`config.mk`:
```
export PLATFORM = sky130hd
export DESIGN_NAME = fifo_rr_ctrl_flat
export DESIGN_NICKNAME = d
export VERILOG_FILES = /design/src/rtl/fifo_rr_ctrl_if.sv /design/src/rtl/fifo_rr_ctrl.sv /design/src/flat_wrapper.sv
export SDC_FILE = /design/constraint.sdc
export NUM_CORES = 1
export LEC_CHECK = 0
export BUFFER_PORTS_ARGS = -buffer_cell sky130_fd_sc_hd__buf_2
export CAP_MARGIN = 20
export CORE_MARGIN = 2
export CORE_UTILIZATION = 30
export DETAILED_ROUTE_END_ITERATION = 16
export GPL_TIMING_DRIVEN = 1
export PLACE_DENSITY = 0.65
export SYNTH_ARGS = -nofsm -noshare
export SYNTH_HDL_FRONTEND = slang
export SYNTH_SLANG_ARGS = --single-unit
```
`constraint.sdc`:
```
create_clock -name clk -period 4.7 [get_ports clk]
set_clock_uncertainty 0.15 [all_clocks]
set_input_delay 0.235 -clock clk [delete_from_list [all_inputs] [get_ports clk]]
set_output_delay 0.235 -clock clk [all_outputs]
set_load 0.01 [all_outputs]
```
`src/rtl/fifo_rr_ctrl_if.sv`:
```
// fifo_rr_ctrl_if: producer, consumer, flush and FIFO-port signals.
// master = environment (producers, consumer, FIFO); slave = controller.
interface fifo_rr_ctrl_if #(
  parameter int NREQ = 4,
  parameter int DW   = 4,
  parameter int CW   = 5
);
  logic [NREQ-1:0]    req;
  logic [NREQ*DW-1:0] req_data;
  logic [NREQ-1:0]    ack;
  logic               rd_req;
  logic               rd_valid;
  logic [DW-1:0]      rd_data;
  logic               flush;
  logic               flush_done;
  logic               busy;
  logic [CW-1:0]      count;
  logic               fifo_write;
  logic [DW-1:0]      fifo_din;
  logic               fifo_read;
  logic [DW-1:0]      fifo_dout;

  modport master (
    output req, req_data, rd_req, flush, fifo_dout,
    input  ack, rd_valid, rd_data, flush_done, busy,
    input  count, fifo_write, fifo_din, fifo_read
  );

  modport slave (
    input  req, req_data, rd_req, flush, fifo_dout,
    output ack, rd_valid, rd_data, flush_done, busy,
    output count, fifo_write, fifo_din, fifo_read
  );
endinterface

```
`src/rtl/fifo_rr_ctrl.sv`:
```
// fifo_rr_ctrl: round-robin write mux, read sequencer and flush for a FIFO.
// Ports: clk, reset (sync, active-high), bus (slave view of fifo_rr_ctrl_if).
module fifo_rr_ctrl #(
  parameter int NREQ  = 4,
  parameter int DW    = 4,
  parameter int DEPTH = 16,
  parameter int CW    = 5
) (
  input logic           clk,
  input logic           reset,
  fifo_rr_ctrl_if.slave bus
);
  localparam int RW = (NREQ > 1) ? $clog2(NREQ) : 1;
  localparam logic [0:0] RUN   = 1'b0;
  localparam logic [0:0] FLUSH = 1'b1;

  logic [0:0]      state_q, state_d;
  logic [NREQ-1:0] ack_q, ack_d;
  logic [NREQ-1:0] mask_q, mask_d;
  logic [RW-1:0]   rr_q, rr_d;
  logic [CW-1:0]   count_q, count_d;
  logic [DW-1:0]   din_q, din_d;
  logic            wr_q, wr_d;
  logic            rd_q, rd_d;
  logic            pipe_q, pipe_d;
  logic            done_q, done_d;
  logic            vld_q;
  logic            busy_q;

  logic [NREQ-1:0] elig;
  logic [RW-1:0]   win, idx;
  logic            found;
  logic            run, rd_go, room, wr_go;
  logic [DW-1:0]   slot [NREQ];

  for (genvar g = 0; g < NREQ; g++) begin : g_slot
    assign slot[g] = bus.req_data[g*DW +: DW];
  end

  // flush wins over any grant or read on its edge
  assign run   = (state_q == RUN) && !bus.flush;
  assign rd_go = run && bus.rd_req && (count_q != '0);
  // a read on the same edge frees a slot for the write
  assign room  = (count_q - CW'(rd_go)) < CW'(DEPTH);
  // last cycle's winner may still hold req during its ack
  assign elig  = bus.req & ~mask_q;
  assign wr_go = run && found && room;

  always_comb begin
    found = 1'b0;
    win   = rr_q;
    idx   = rr_q;
    for (int i = 0; i < NREQ; i++) begin
      idx = RW'((int'(rr_q) + i) % NREQ);
      if (!found && elig[idx]) begin
        found = 1'b1;
        win   = idx;
      end
    end
  end

  always_comb begin
    state_d = state_q;
    ack_d   = '0;
    mask_d  = '0;
    rr_d    = rr_q;
    din_d   = din_q;
    wr_d    = 1'b0;
    rd_d    = 1'b0;
    pipe_d  = 1'b0;
    done_d  = 1'b0;
    count_d = count_q;
    unique case (1'b1)
      (state_q == FLUSH): begin
        rd_d    = (count_q != '0);
        count_d = count_q - CW'(rd_d);
        if (count_d == '0) begin
          state_d = RUN;
          done_d  = 1'b1;
        end
      end
      default: begin
        if (bus.flush) begin
          state_d = FLUSH;
        end else begin
          rd_d   = rd_go;
          pipe_d = rd_go;
          if (wr_go) begin
            wr_d   = 1'b1;
            ack_d  = NREQ'(1) << win;
            mask_d = NREQ'(1) << win;
            din_d  = slot[win];
            rr_d   = (win == RW'(NREQ-1)) ? '0 : win + 1'b1;
          end
          count_d = count_q + CW'(wr_go) - CW'(rd_go);
        end
      end
    endcase
  end

  always_ff @(posedge clk) begin
    if (reset) begin
      state_q <= RUN;
      ack_q   <= '0;
      mask_q  <= '0;
      rr_q    <= '0;
      count_q <= '0;
      din_q   <= '0;
      wr_q    <= 1'b0;
      rd_q    <= 1'b0;
      pipe_q  <= 1'b0;
      done_q  <= 1'b0;
      vld_q   <= 1'b0;
      busy_q  <= 1'b0;
    end else begin
      state_q <= state_d;
      ack_q   <= ack_d;
      mask_q  <= mask_d;
      rr_q    <= rr_d;
      count_q <= count_d;
      din_q   <= din_d;
      wr_q    <= wr_d;
      rd_q    <= rd_d;
      pipe_q  <= pipe_d;
      done_q  <= done_d;
      // dout registers one edge after the read strobe
      vld_q   <= pipe_q;
      busy_q  <= (state_d == FLUSH);
    end
  end

  assign bus.ack        = ack_q;
  assign bus.fifo_write = wr_q;
  assign bus.fifo_din   = din_q;
  assign bus.fifo_read  = rd_q;
  assign bus.rd_valid   = vld_q;
  assign bus.rd_data    = bus.fifo_dout;
  assign bus.flush_done = done_q;
  assign bus.busy       = busy_q;
  assign bus.count      = count_q;
endmodule

```
`src/flat_wrapper.sv`:
```
// flat-port wrapper written by rule: the top's interface ports become plain ports
module fifo_rr_ctrl_flat 
#(
  parameter int NREQ  = 4,
  parameter int DW    = 4,
  parameter int DEPTH = 16,
  parameter int CW    = 5
)
  (clk, reset, bus_req, bus_req_data, bus_rd_req, bus_flush, bus_fifo_dout, bus_ack, bus_rd_valid, bus_rd_data, bus_flush_done, bus_busy, bus_count, bus_fifo_write, bus_fifo_din, bus_fifo_read);
  fifo_rr_ctrl_if #(.NREQ(NREQ), .DW(DW), .CW(CW)) bus_i ();
  input logic clk;
  input logic reset;
  input wire logic [$bits(bus_i.req)-1:0] bus_req;
  input wire logic [$bits(bus_i.req_data)-1:0] bus_req_data;
  input wire logic [$bits(bus_i.rd_req)-1:0] bus_rd_req;
  input wire logic [$bits(bus_i.flush)-1:0] bus_flush;
  input wire logic [$bits(bus_i.fifo_dout)-1:0] bus_fifo_dout;
  output wire logic [$bits(bus_i.ack)-1:0] bus_ack;
  output wire logic [$bits(bus_i.rd_valid)-1:0] bus_rd_valid;
  output wire logic [$bits(bus_i.rd_data)-1:0] bus_rd_data;
  output wire logic [$bits(bus_i.flush_done)-1:0] bus_flush_done;
  output wire logic [$bits(bus_i.busy)-1:0] bus_busy;
  output wire logic [$bits(bus_i.count)-1:0] bus_count;
  output wire logic [$bits(bus_i.fifo_write)-1:0] bus_fifo_write;
  output wire logic [$bits(bus_i.fifo_din)-1:0] bus_fifo_din;
  output wire logic [$bits(bus_i.fifo_read)-1:0] bus_fifo_read;
  assign bus_i.req = bus_req;
  assign bus_i.req_data = bus_req_data;
  assign bus_i.rd_req = bus_rd_req;
  assign bus_i.flush = bus_flush;
  assign bus_i.fifo_dout = bus_fifo_dout;
  assign bus_ack = bus_i.ack;
  assign bus_rd_valid = bus_i.rd_valid;
  assign bus_rd_data = bus_i.rd_data;
  assign bus_flush_done = bus_i.flush_done;
  assign bus_busy = bus_i.busy;
  assign bus_count = bus_i.count;
  assign bus_fifo_write = bus_i.fifo_write;
  assign bus_fifo_din = bus_i.fifo_din;
  assign bus_fifo_read = bus_i.fifo_read;
  fifo_rr_ctrl #(.NREQ(NREQ), .DW(DW), .DEPTH(DEPTH), .CW(CW)) u_core (.clk(clk), .reset(reset), .bus(bus_i));
endmodule
```
==> impl_results.md, run 1 <==
- Total clock buffers created by CTS: 3
- Final hold viol count: 0
- Register bit count reported by yosys: 21
- Proportion of netlist area held by the largest area contributor: between 20% and 30%
- Area Overhead vs Synth: 19.41%
- Site Rows: 25
- Critical path peak fanout: 6
- Register share of total power: around 28%
- Post-layout min period: between 3 and 4 ns
- Global route overflow: 0
- Net count of the mapped netlist: ~200
- Area leader, netlist: dfxtp_1
- Antenna viol nets, final: 0
- Total of warnings raised by yosys: 0
- Number of global-route vias before repair: 1200
- Maximum Capacitance Violations: 0
- Switching power as a share of total power: 44.03%
- Clock tree from TritonCTS: yes
- Top-Level Pins: 50
- Most frequent cell on the critical path: inv_1
- Beginning of the worst hold path: bus_rd_req
- Critical path type: reg2reg
- Area used by multi-input combinational logic: just over 900 um^2
- Number of nets at the end of the flow: 241
- Required time worst endpoint: approximately 4.7 ns
- Most area-consuming cells after synthesis: dfxtp_1, ha_1, nor2_1
- Clock edge transition at the registers on the reported setup and hold paths: ~0.080 ns
- Wire length per cell after detailed routing: between 10 and 15 um
- Global-route wire length before repair: 5299 um
- Setup TNS: 0 ns
- Starting utilization of the core area: a little under a third
- Fill cells: 484
- Maximum frequency from static timing analysis: approximately 0.26 GHz
- Total of hold buffers inserted after clock tree synthesis: 0
- Final setup viols: 0
- Combinational cell fraction of total power: between 50% and 60%
- Worst path arrival time: 3.86 ns
- Fraction of power consumed by the clock network: around an eighth
- Internal power: between 500 and 600 uW
- # resized after CTS: 0
- Deepest clock path buffer count: 2
- Total inserted antenna cells: 0
- Type of destination of the critical path: flop
- Slowest stage cell on the critical path: nor4_1
- Clk root buf: clkbuf_8
- Gp weighted congestion: between 0.8 and 0.9
- Sequential element share of the synthesized area: ~29%
- Number of antenna violations at the first check in global routing: 0
- Internal reg-to-reg setup slack: about 0.83 ns
- First drt pass iteration count: 4
- Number of setup buffers added after CTS: 0
- Netlist area before placement: around 1400 um^2
- CP Launch Type: flop
- Leading cell types by count after synthesis: dfxtp_1, nor2_1, inv_1
- Fraction of final layout cells with drive strength greater than 1: ~34%
- Final Cycle Share: between 80% and 90%
- Cell chain of the critical path: inv_1, ha_1, inv_1, nor4_1, nor2_1, ha_1, a21oi_1, o311ai_1, inv_1, ha_1, inv_1, fa_1, o21bai_1, a21oi_1, xnor2_1, o31ai_1, xnor2_1, nor2_1
- Power density of the placed cells: 573.6 nW/um^2
- DRC: 0
- Sequential cell area in the final layout: roughly 420 um^2
- Type of the most critical hold path: in2reg
- IR drop worst, VDD: around 280 uV
- Number of distinct standard cells referenced by the synthesized netlist: 50
- Instance count along the most critical hold path: 3
- Net switching power of the design: 431.7 uW
- Via count: approximately 1300
- Reg2reg end: u_core.bus.count[4]$_SDFFE_PP0P_
- Synthesized netlist cell count: roughly 160
- Die extent in x: approximately 73 um
- Utilization after layout: 36.67%
- Die height: between 70 and 80 um
- Area of the core region: between 4000 and 5000 um^2
- Setup repair after global routing missed its margin: no
- Actual transition at the worst max-transition pin: 0.5720 ns
- Worst slew slack as a fraction of its limit: between 60% and 70%
- H-tree level count: 1
- Post-synth EDFFs: 0
- Total Die Area: roughly 5300 um^2
- Run status: finished, final reports clean
- Most frequent cell after synthesis: dfxtp_1
- Hold worst-path end: u_core.pipe_q$_SDFF_PP0_
- Port Buffer Count: 41
- Total wire length after detailed routing: 3231 um
- Pin count of the biggest net entering global routing: 18
- Beginning of the critical path: u_core.bus.count[2]$_SDFFE_PP0P_
- Final Max Slew Viols: 0
- Most frequently used flop master after synthesis: dfxtp_1
- Reg2reg path depth: 18
- Slowest Stage Delay on Critical Path: 0.45 ns
- Total global routing track utilization: about an eighth
- HPWL reported at the end of detailed placement: 2561 um
- Syn_area_per_cell: between 8 and 9 um^2
- Ys async rst share: 0%
- Initial DRC count: 45
- Mean number of vias per cell: 4.976
- Startpoint of the worst register-to-register path: u_core.bus.count[2]$_SDFFE_PP0P_
- Skew-Pair Late Insertion Delay: between 0.2 and 0.3 ns
- Cell leakage power: between 0.0007 and 0.0008 uW
- Num Clock Sinks: 21
sequential cells by signal, summed over array words and instances (netlist names):
| register | cells |
|---|---|
| u_core.bus.count | 5 |
| u_core.bus.ack | 4 |
| u_core.bus.fifo_din | 4 |
| u_core.rr_q | 2 |
| u_core.bus.fifo_read | 1 |
| u_core.bus.fifo_write | 1 |
| u_core.bus.flush_done | 1 |
| u_core.bus.rd_valid | 1 |
| u_core.pipe_q | 1 |
| u_core.state_q | 1 |
stage by stage:
stage          hold slack (ns)  setup WS, ns  cells  total power [uW]  cell area [um^2]
6_report               0.09153        0.8338    254             980.4              1709
3_5_place_dp            0.2990        0.8199    250             859.9              1663
5_1_grt                0.09747        0.3098    254              1082              1709
3_3_place_gp            0.2707         1.027    250             860.9              1663
2_1_floorplan           0.1566         1.118    161             719.8              1431
4_1_cts                0.07857        0.8120    254             988.3              1709
layout make-up:
class	count	share of cell area, %
Clock buffer	3	2.416
Clock inverter	1	0.2928
Inverter	14	3.075
Multi-Input combinational cell	119	53.22
Sequential cell	21	24.60
Tap cell	54	3.953
Timing Repair Buffer	42	12.45
critical path, delay by kind of cell, from the launching register on:
kind	cells	cell delay, ns
compound gates	5	0.82
xor+xnor	2	0.27
flops	1	0.37
simple gates	3	0.65
fa+ha+maj	4	1.01
buf+inv	4	0.49
cell usage in the layout, fill, tap and decap left out, types with 2 or more instances in the layout:
| cell type | n |
|---|---|
| nand2_1 | 3 |
| nor3_1 | 4 |
| xnor2_1 | 5 |
| clkbuf_8 | 3 |
| xor2_1 | 3 |
| o21ai_0 | 5 |
| nand2b_1 | 2 |
| nor2_1 | 17 |
| nor2b_1 | 5 |
| nand3_1 | 6 |
| or2b_2 | 2 |
| a21oi_2 | 3 |
| a221o_1 | 4 |
| o211ai_1 | 2 |
| mux2_2 | 4 |
| a211oi_1 | 4 |
| a21oi_1 | 11 |
| a31oi_1 | 2 |
| dfxtp_1 | 21 |
| ha_1 | 11 |
| inv_1 | 13 |
| buf_2 | 41 |
power by group through the flow:
stage | clock network, uW | logic [uW] | registers (uW)
3_5_place_dp | 0 | 584 | 276
6_report | 120 | 587 | 273
2_1_floorplan | 0 | 434 | 286
5_1_grt | 133 | 669 | 280
4_1_cts | 127 | 589 | 272
3_3_place_gp | 0 | 586 | 275
kinds of logic (layout without fill, tap and decap cells):
kind of cell | after synthesis | in the layout | synth area share, %
multiplexers | 5 | 5 | 3.933
AND/OR/NAND/NOR | 53 | 53 | 21.51
AO/OA/AOI/OAI | 41 | 41 | 22.20
flip-flops | 21 | 21 | 29.37
adder cells (fa/ha/maj) | 12 | 12 | 11.01
buffers and inverters | 21 | 60 | 7.081
XOR/XNOR | 8 | 8 | 4.895
how the worst max path moves through the flow:
stage / end / slack, ns / cells past startpoint
floorplan: u_core.bus.count[4]$_SDFFE_PP0P_ / 1.12 / 19
global placement: u_core.bus.count[4]$_SDFFE_PP0P_ / 1.03 / 18
detailed placement: u_core.bus.count[4]$_SDFFE_PP0P_ / 0.82 / 18
CTS: u_core.bus.count[4]$_SDFFE_PP0P_ / 0.81 / 18
global route: u_core.bus.count[4]$_SDFFE_PP0P_ / 0.31 / 18
finish: u_core.bus.count[4]$_SDFFE_PP0P_ / 0.83 / 18
layer usage:
| metal | wire length (um) | vias up | GRT usage, % |
|---|---|---|---|
| met4 | 45 | 0 | 3.498 |
| met2 | 1500 | 26 | 20.12 |
| met1 | 1564 | 583 | 16.30 |
| li1 | - | 646 | - |
| met5 | 0 | - | 0 |
| met3 | 121 | 9 | 3.177 |
No activity file was read; power rests on OpenSTA's default activity.
==> run 2, diff against run 1 <==
PLACE_DENSITY = 0.66   (was 0.65)
clock period = 3.18 ns   (was 4.7 ns; I/O delays follow)
==> run 2 against run 1 <==
Net effect: clock power rose by 50%; clock-buffer cell count did not move; highest routed layer unchanged; sequential power rose by 41%; critical endpoint unchanged; die area unchanged; critical path type unchanged; register-to-register slack worse by 0.78 ns; wire length up 5.1%; maximum frequency increased by 24%; critical path depth is 1 higher; final cell count is 3.9% higher; hold slack got worse by 0.056 ns.
==> impl_results.md, run 2 (same netlist as run 1, synthesis figures left out) <==
- Required time worst endpoint: around 3.2 ns
- Global route overflow: 0
- Skew-Pair Late Insertion Delay: 0.26 ns
- First drt pass iteration count: 4
- IR drop worst, VDD: between 400 and 500 uV
- Run status: finished, final reports clean
- Max reg flops: 5
- Slowest Stage Delay on Critical Path: 0.36 ns
- Number of global-route vias before repair: ~1300
- Starting utilization of the core area: between 30% and 40%
- Total Die Area: 5340 um^2
- Cell leakage power: ~0.0008 uW
- Worst path arrival time: approximately 3.1 ns
- Most frequent cell on the critical path: inv_2
- Number of nets at the end of the flow: between 200 and 300
- Gp weighted congestion: around 0.87
- Site Rows: 25
- Fill cells: a little under 500
- Die height: about 73 um
- Via count: 1326
- Critical path type: reg2reg
- Pre-CTS setup slack: 0.007601 ns
- Total global routing track utilization: 13.50%
- Wire length per cell after detailed routing: roughly 13 um
- Cell chain of the critical path: inv_4, ha_4, inv_2, nor4_2, nor2_2, ha_2, nand2b_1, a311oi_2, o311ai_2, inv_2, ha_4, inv_2, fa_2, o21bai_1, a21oi_2, xnor2_1, o31ai_1, xnor2_1, nor2_1
- DRC: 0
- Most common cell after layout, fill and taps aside: buf_2
- Final hold viol count: 0
- Total clock buffers created by CTS: 3
- H-tree level count: 1
- Total wire length after detailed routing: 3396 um
- Smallest hold slack: between 0.03 and 0.04 ns
- Final instance area: about 1900 um^2
- Clk root buf: clkbuf_8
- Antenna viol nets, final: 0
- Type of the most critical hold path: in2reg
- Top-Level Pins: 50
- Leading cell types in the layout, fill and taps excluded: buf_2, dfxtp_1, nor2_1
- Final Cycle Share: around 100%
- Total of hold buffers inserted after clock tree synthesis: 0
- CP bufs+invs: 4
- Post-layout min period: approximately 3.1 ns
- Final Max Slew Viols: 0
- Maximum Capacitance Violations: 0
- Actual transition at the worst max-transition pin: roughly 0.37 ns
- Worst slew slack as a fraction of its limit: between 70% and 80%
- Slowest stage cell on the critical path: dfxtp_4
- Deepest clock path buffer count: 2
- Pin count of the biggest net entering global routing: 18
- Port Buffer Count: roughly 40
- Largest delay contributor family on the critical path: compound AO/OA/AOI/OAI gates
- Clock edge transition at the registers on the reported setup and hold paths: roughly 0.080 ns
- Num Clock Sinks: 21
- Area Overhead vs Synth: 29.63%
- Die extent in x: 73.08 um
- Setup repair after global routing missed its margin: yes
- Power density of the placed cells: 874.1 nW/um^2
- HPWL reported at the end of detailed placement: 2749 um
- Type of destination of the critical path: flop
- Maximum frequency from static timing analysis: 0.3204 GHz
- Total inserted antenna cells: 0
- Clock tree from TritonCTS: yes
- Placement Cell Area: around 1800 um^2
- Fraction of final layout cells with drive strength greater than 1: between 40 and 50%
- Mean number of vias per cell: about 5
- Worst setup slack after layout: a little under 0.06 ns
- Number of antenna violations at the first check in global routing: 0
- Area of the core region: roughly 4700 um^2
- CP Launch Type: flop
- Final setup viols: 0
- Critical path peak fanout: 4
- Global-route wire length before repair: between 5000 and 6000 um
- Initial DRC count: 52
==> run 2: cell types whose count changed in the layout (fill, tap and decap cells not counted), moves of 2 or more <==
cell | previous run | this run
buf_4 | 1 | 11
inv_1 | 13 | 8
dfxtp_1 | 21 | 18
ha_1 | 11 | 8
inv_2 | 1 | 4
dfxtp_4 | 0 | 2
ha_4 | 0 | 2
inv_4 | 0 | 2
nor2_1 | 17 | 15
==> run 2: layer usage <==
| metal | wire (um) | vias up | global-route usage, % |
|---|---|---|---|
| met2 | 1601 | 39 | 23.92 |
| met4 | 14 | 0 | 3.086 |
| met1 | 1572 | 615 | 16.58 |
| li1 | - | 670 | - |
| met3 | 207 | 2 | 2.901 |
| met5 | 0 | - | 0 |
==> run 2: repair_timing <==
action	4_1_cts	5_1_grt
pin swaps	1	1
gates resized for setup	0	2
endpoints found under the hold margin	0	0
endpoints found under the setup margin	1	1
setup buffers	0	0
==> run 2: report_power, final <==
part | internal, uW | switching (uW) | total [uW]
sequential | 335 | 50.0 | 385
clock | 87.4 | 92.6 | 180
combinational | 496 | 561 | 1060
==> run 2: metrics by stage <==
| stage | total power, uW | std cells | utilization [%] | setup TNS, ns |
|---|---|---|---|---|
| 2_1_floorplan | 1132 | 161 | - | -0.01247 |
| 3_3_place_gp | 1417 | 260 | 38.74 | 0 |
| 3_5_place_dp | 1435 | 260 | 38.74 | 0 |
| 4_1_cts | 1627 | 264 | 39.73 | 0 |
| 5_1_grt | 1782 | 264 | 39.81 | -0.1483 |
| 6_report | 1622 | 264 | 39.81 | 0 |
==> run 2: tightest hold or removal path, cell delays in order <==
cell and delay, ns:
buf_2 0.10, nand2_1 0.09, nor3_1 0.05
==> run 2: worst paths after layout <==
path                            slack [ns]                        startpoint                               end  depth (start not counted)
worst max-delay path                  0.06  u_core.bus.count[2]$_SDFFE_PP0P_  u_core.bus.count[4]$_SDFFE_PP0P_                         19
worst min-delay path                  0.04                        bus_rd_req          u_core.pipe_q$_SDFF_PP0_                          3
worst max register to register        0.06  u_core.bus.count[2]$_SDFFE_PP0P_  u_core.bus.count[4]$_SDFFE_PP0P_                         19
worst min register to register        0.29          u_core.pipe_q$_SDFF_PP0_    u_core.bus.rd_valid$_SDFF_PP0_                          1
==> run 2: area by class of cell <==
| cell class | count | area (um^2) | area share [%] |
|---|---|---|---|
| multi-input cells | 119 | 967.2 | 52.12 |
| well taps | 54 | 67.56 | 3.641 |
| repair buffers | 52 | 287.8 | 15.51 |
| inverters | 14 | 57.56 | 3.102 |
| clock buffers | 3 | 41.29 | 2.225 |
| flip-flops and latches | 21 | 429.2 | 23.13 |
| clock inverters | 1 | 5.005 | 0.2697 |
==> run 3, diff against run 2 <==
PLACE_DENSITY = 0.57   (was 0.66)
==> run 3 against run 2 <==
Net effect: wire length is 0.56% lower; setup slack worse by 0.032 ns; design area is 0.61% lower; total power is 1.9% lower; die area stayed put; critical endpoint unchanged; maximum frequency is 1.0% lower; clock-buffer cell count stayed put; hold slack worse by 0.0095 ns.
==> impl_results.md, run 3 (same netlist as run 1, synthesis figures left out) <==
- Final Cycle Share: between 90% and 100%
- Slowest stage cell on the critical path: dfxtp_4
- Port Buffer Count: 41
- First drt pass iteration count: 4
- Type of destination of the critical path: flop
- Post-layout min period: 3.154 ns
- Global route overflow: 0
- Fraction of final layout cells with drive strength greater than 1: a little over two fifths
- Smallest hold slack: between 0.02 and 0.03 ns
- Reg2reg end: u_core.bus.count[4]$_SDFFE_PP0P_
- Global-route wire length before repair: about 5500 um
- Maximum Capacitance Violations: 0
- Final setup viols: 0
- Met1 Usage GRT: between 10% and 20%
- Crit. path cell count: 19
- Required time worst endpoint: approximately 3.2 ns
- Hold worst-path end: u_core.pipe_q$_SDFF_PP0_
- Reg2reg path depth: 19
- Total clock buffers created by CTS: 3
- Power density of the placed cells: approximately 860 nW/um^2
- Type of the most critical hold path: in2reg
- Total wire length after detailed routing: about 3400 um
- Top-Level Pins: 50
- Area of the core region: between 4000 and 5000 um^2
- Worst slew slack as a fraction of its limit: 74.68%
- Cell chain of the critical path: inv_4, ha_4, inv_2, nor4_2, nor2_2, ha_2, nand2b_1, a311oi_2, o311ai_2, inv_2, ha_4, inv_1, fa_2, o21bai_1, a21oi_1, xnor2_1, o31ai_1, xnor2_1, nor2_1
- Initial DRC count: 47
- Final hold viol count: 0
- Global Route met2 Usage: around 22%
- Most common cell after layout, fill and taps aside: buf_2
- Number of nets at the end of the flow: 250
- Instance count along the most critical hold path: 3
- # resized after CTS: 0
- Skew-Pair Late Insertion Delay: 0.26 ns
- Beginning of the worst hold path: bus_rd_req
- Clock edge transition at the registers on the reported setup and hold paths: approximately 0.080 ns
- Fill cells: roughly 500
- Site Rows: 25
- Area used by multi-input combinational logic: slightly below 1000 um^2
- Wire length per cell after detailed routing: ~13 um
- Die extent in x: between 70 and 80 um
- Critical path peak fanout: 4
- Total Die Area: between 5000 and 6000 um^2
- Max reg flops: 5
- Clock tree from TritonCTS: yes
- Sequential cell area in the final layout: 429.2 um^2
- IR drop worst, VDD: 473.5 uV
- Utilization after layout: between 30% and 40%
- Worst path arrival time: between 3 and 4 ns
- Mean number of vias per cell: roughly 5.0
- Total inserted antenna cells: 0
- Starting utilization of the core area: about 30%
- Leading cell types in the layout, fill and taps excluded: buf_2, dfxtp_1, nor2_1
- Largest delay contributor family on the critical path: compound AO/OA/AOI/OAI gates
- Setup TNS: 0 ns
- Cell leakage power: between 0.0008 and 0.0009 uW
- Via count: about 1300
- Actual transition at the worst max-transition pin: 0.3769 ns
- H-tree level count: 1
- DRC: 0
- Number of setup buffers added after CTS: 0
- Number of global-route vias before repair: 1189
- GRT Max-Usage Layer: met2
- Gp weighted congestion: roughly 0.84
- Area Overhead vs Synth: 28.85%
- Run status: finished, final reports clean
- Total global routing track utilization: 13.33%
- Global Route met3 Usage: 2.762%
- Die height: between 70 and 80 um
- Maximum frequency from static timing analysis: around 0.32 GHz
- HPWL reported at the end of detailed placement: approximately 2600 um
- Antenna viol nets, final: 0
- Number of antenna violations at the first check in global routing: 0
- Num Clock Sinks: 21
- CP Launch Type: flop
- Total of hold buffers inserted after clock tree synthesis: 0
- CP bufs+invs: 4
- Internal reg-to-reg setup slack: around 0.026 ns
- Critical path type: reg2reg
- Deepest clock path buffer count: 2
- Clk root buf: clkbuf_8
- Pin count of the biggest net entering global routing: 18
- Startpoint of the worst register-to-register path: u_core.bus.count[2]$_SDFFE_PP0P_
- Slowest Stage Delay on Critical Path: 0.36 ns
- Final Max Slew Viols: 0
- Setup repair after global routing missed its margin: yes
## run 3: cell count changes in the layout (fill, tap and decap cells not counted), sizes merged
cell	delta
buf	-1
## run 3: report_power, final
| group | total (uW) | leakage (uW) | internal, uW | switching (uW) |
|---|---|---|---|---|
| Combinational | 1020 | 0.000619 | 479 | 542 |
| Sequential | 387 | 0.000173 | 335 | 52.1 |
| Clock | 184 | 0.0000255 | 87.5 | 96.2 |
| Total | 1590 | 0.000818 | 901 | 690 |
## run 3: worst max path at each step
stage,endpoint,start,slack (ns)
floorplan,u_core.bus.count[4]$_SDFFE_PP0P_,u_core.bus.count[2]$_SDFFE_PP0P_,-0.01
global placement,u_core.bus.count[4]$_SDFFE_PP0P_,u_core.bus.count[2]$_SDFFE_PP0P_,0.05
detailed placement,u_core.bus.count[4]$_SDFFE_PP0P_,u_core.bus.count[2]$_SDFFE_PP0P_,0.003
CTS,u_core.bus.count[4]$_SDFFE_PP0P_,u_core.bus.count[2]$_SDFFE_PP0P_,0.03
global route,u_core.bus.count[4]$_SDFFE_PP0P_,u_core.bus.count[2]$_SDFFE_PP0P_,-0.19
finish,u_core.bus.count[4]$_SDFFE_PP0P_,u_core.bus.count[2]$_SDFFE_PP0P_,0.03
## run 3: through the flow
step	setup WS, ns	total power, uW	cells	cell area (um^2)
2_1_floorplan	-0.01247	1132	161	1509
3_3_place_gp	0.05358	1420	259	1798
3_5_place_dp	0.002713	1414	259	1798
4_1_cts	0.02697	1608	263	1844
5_1_grt	-0.1949	1755	263	1844
6_report	0.02642	1592	263	1844
## run 3: final cells by class
cell class              instances  share of cell area [%]
multi-input cells             119                   52.24
flip-flops and latches         21                   23.27
repair buffers                 51                   15.20
well taps                      54                   3.663
inverters                      14                   3.121
clock buffers                   3                   2.239
clock inverters                 1                  0.2714
## run 3: per-layer routing
| layer | vias to the layer above | wire, um | part of all wire [%] |
|---|---|---|---|
| met5 | - | 0 | 0 |
| met1 | 597 | 1596 | 47 |
| met2 | 42 | 1525 | 45 |
| met3 | 4 | 213 | 6.3 |
| met4 | 0 | 41 | 1.2 |
| li1 | 670 | - | - |
## run 3: worst register-to-register path, stage by stage (launching register included)
cell and delay [ns]:
dfxtp_4 0.36, inv_4 0.05, ha_4 0.16, inv_2 0.08
nor4_2 0.05, nor2_2 0.12, ha_2 0.19, nand2b_1 0.06
a311oi_2 0.25, o311ai_2 0.15, inv_2 0.11, ha_4 0.13
inv_1 0.04, fa_2 0.34, o21bai_1 0.13, a21oi_1 0.09
xnor2_1 0.12, o31ai_1 0.24, xnor2_1 0.15, nor2_1 0.05
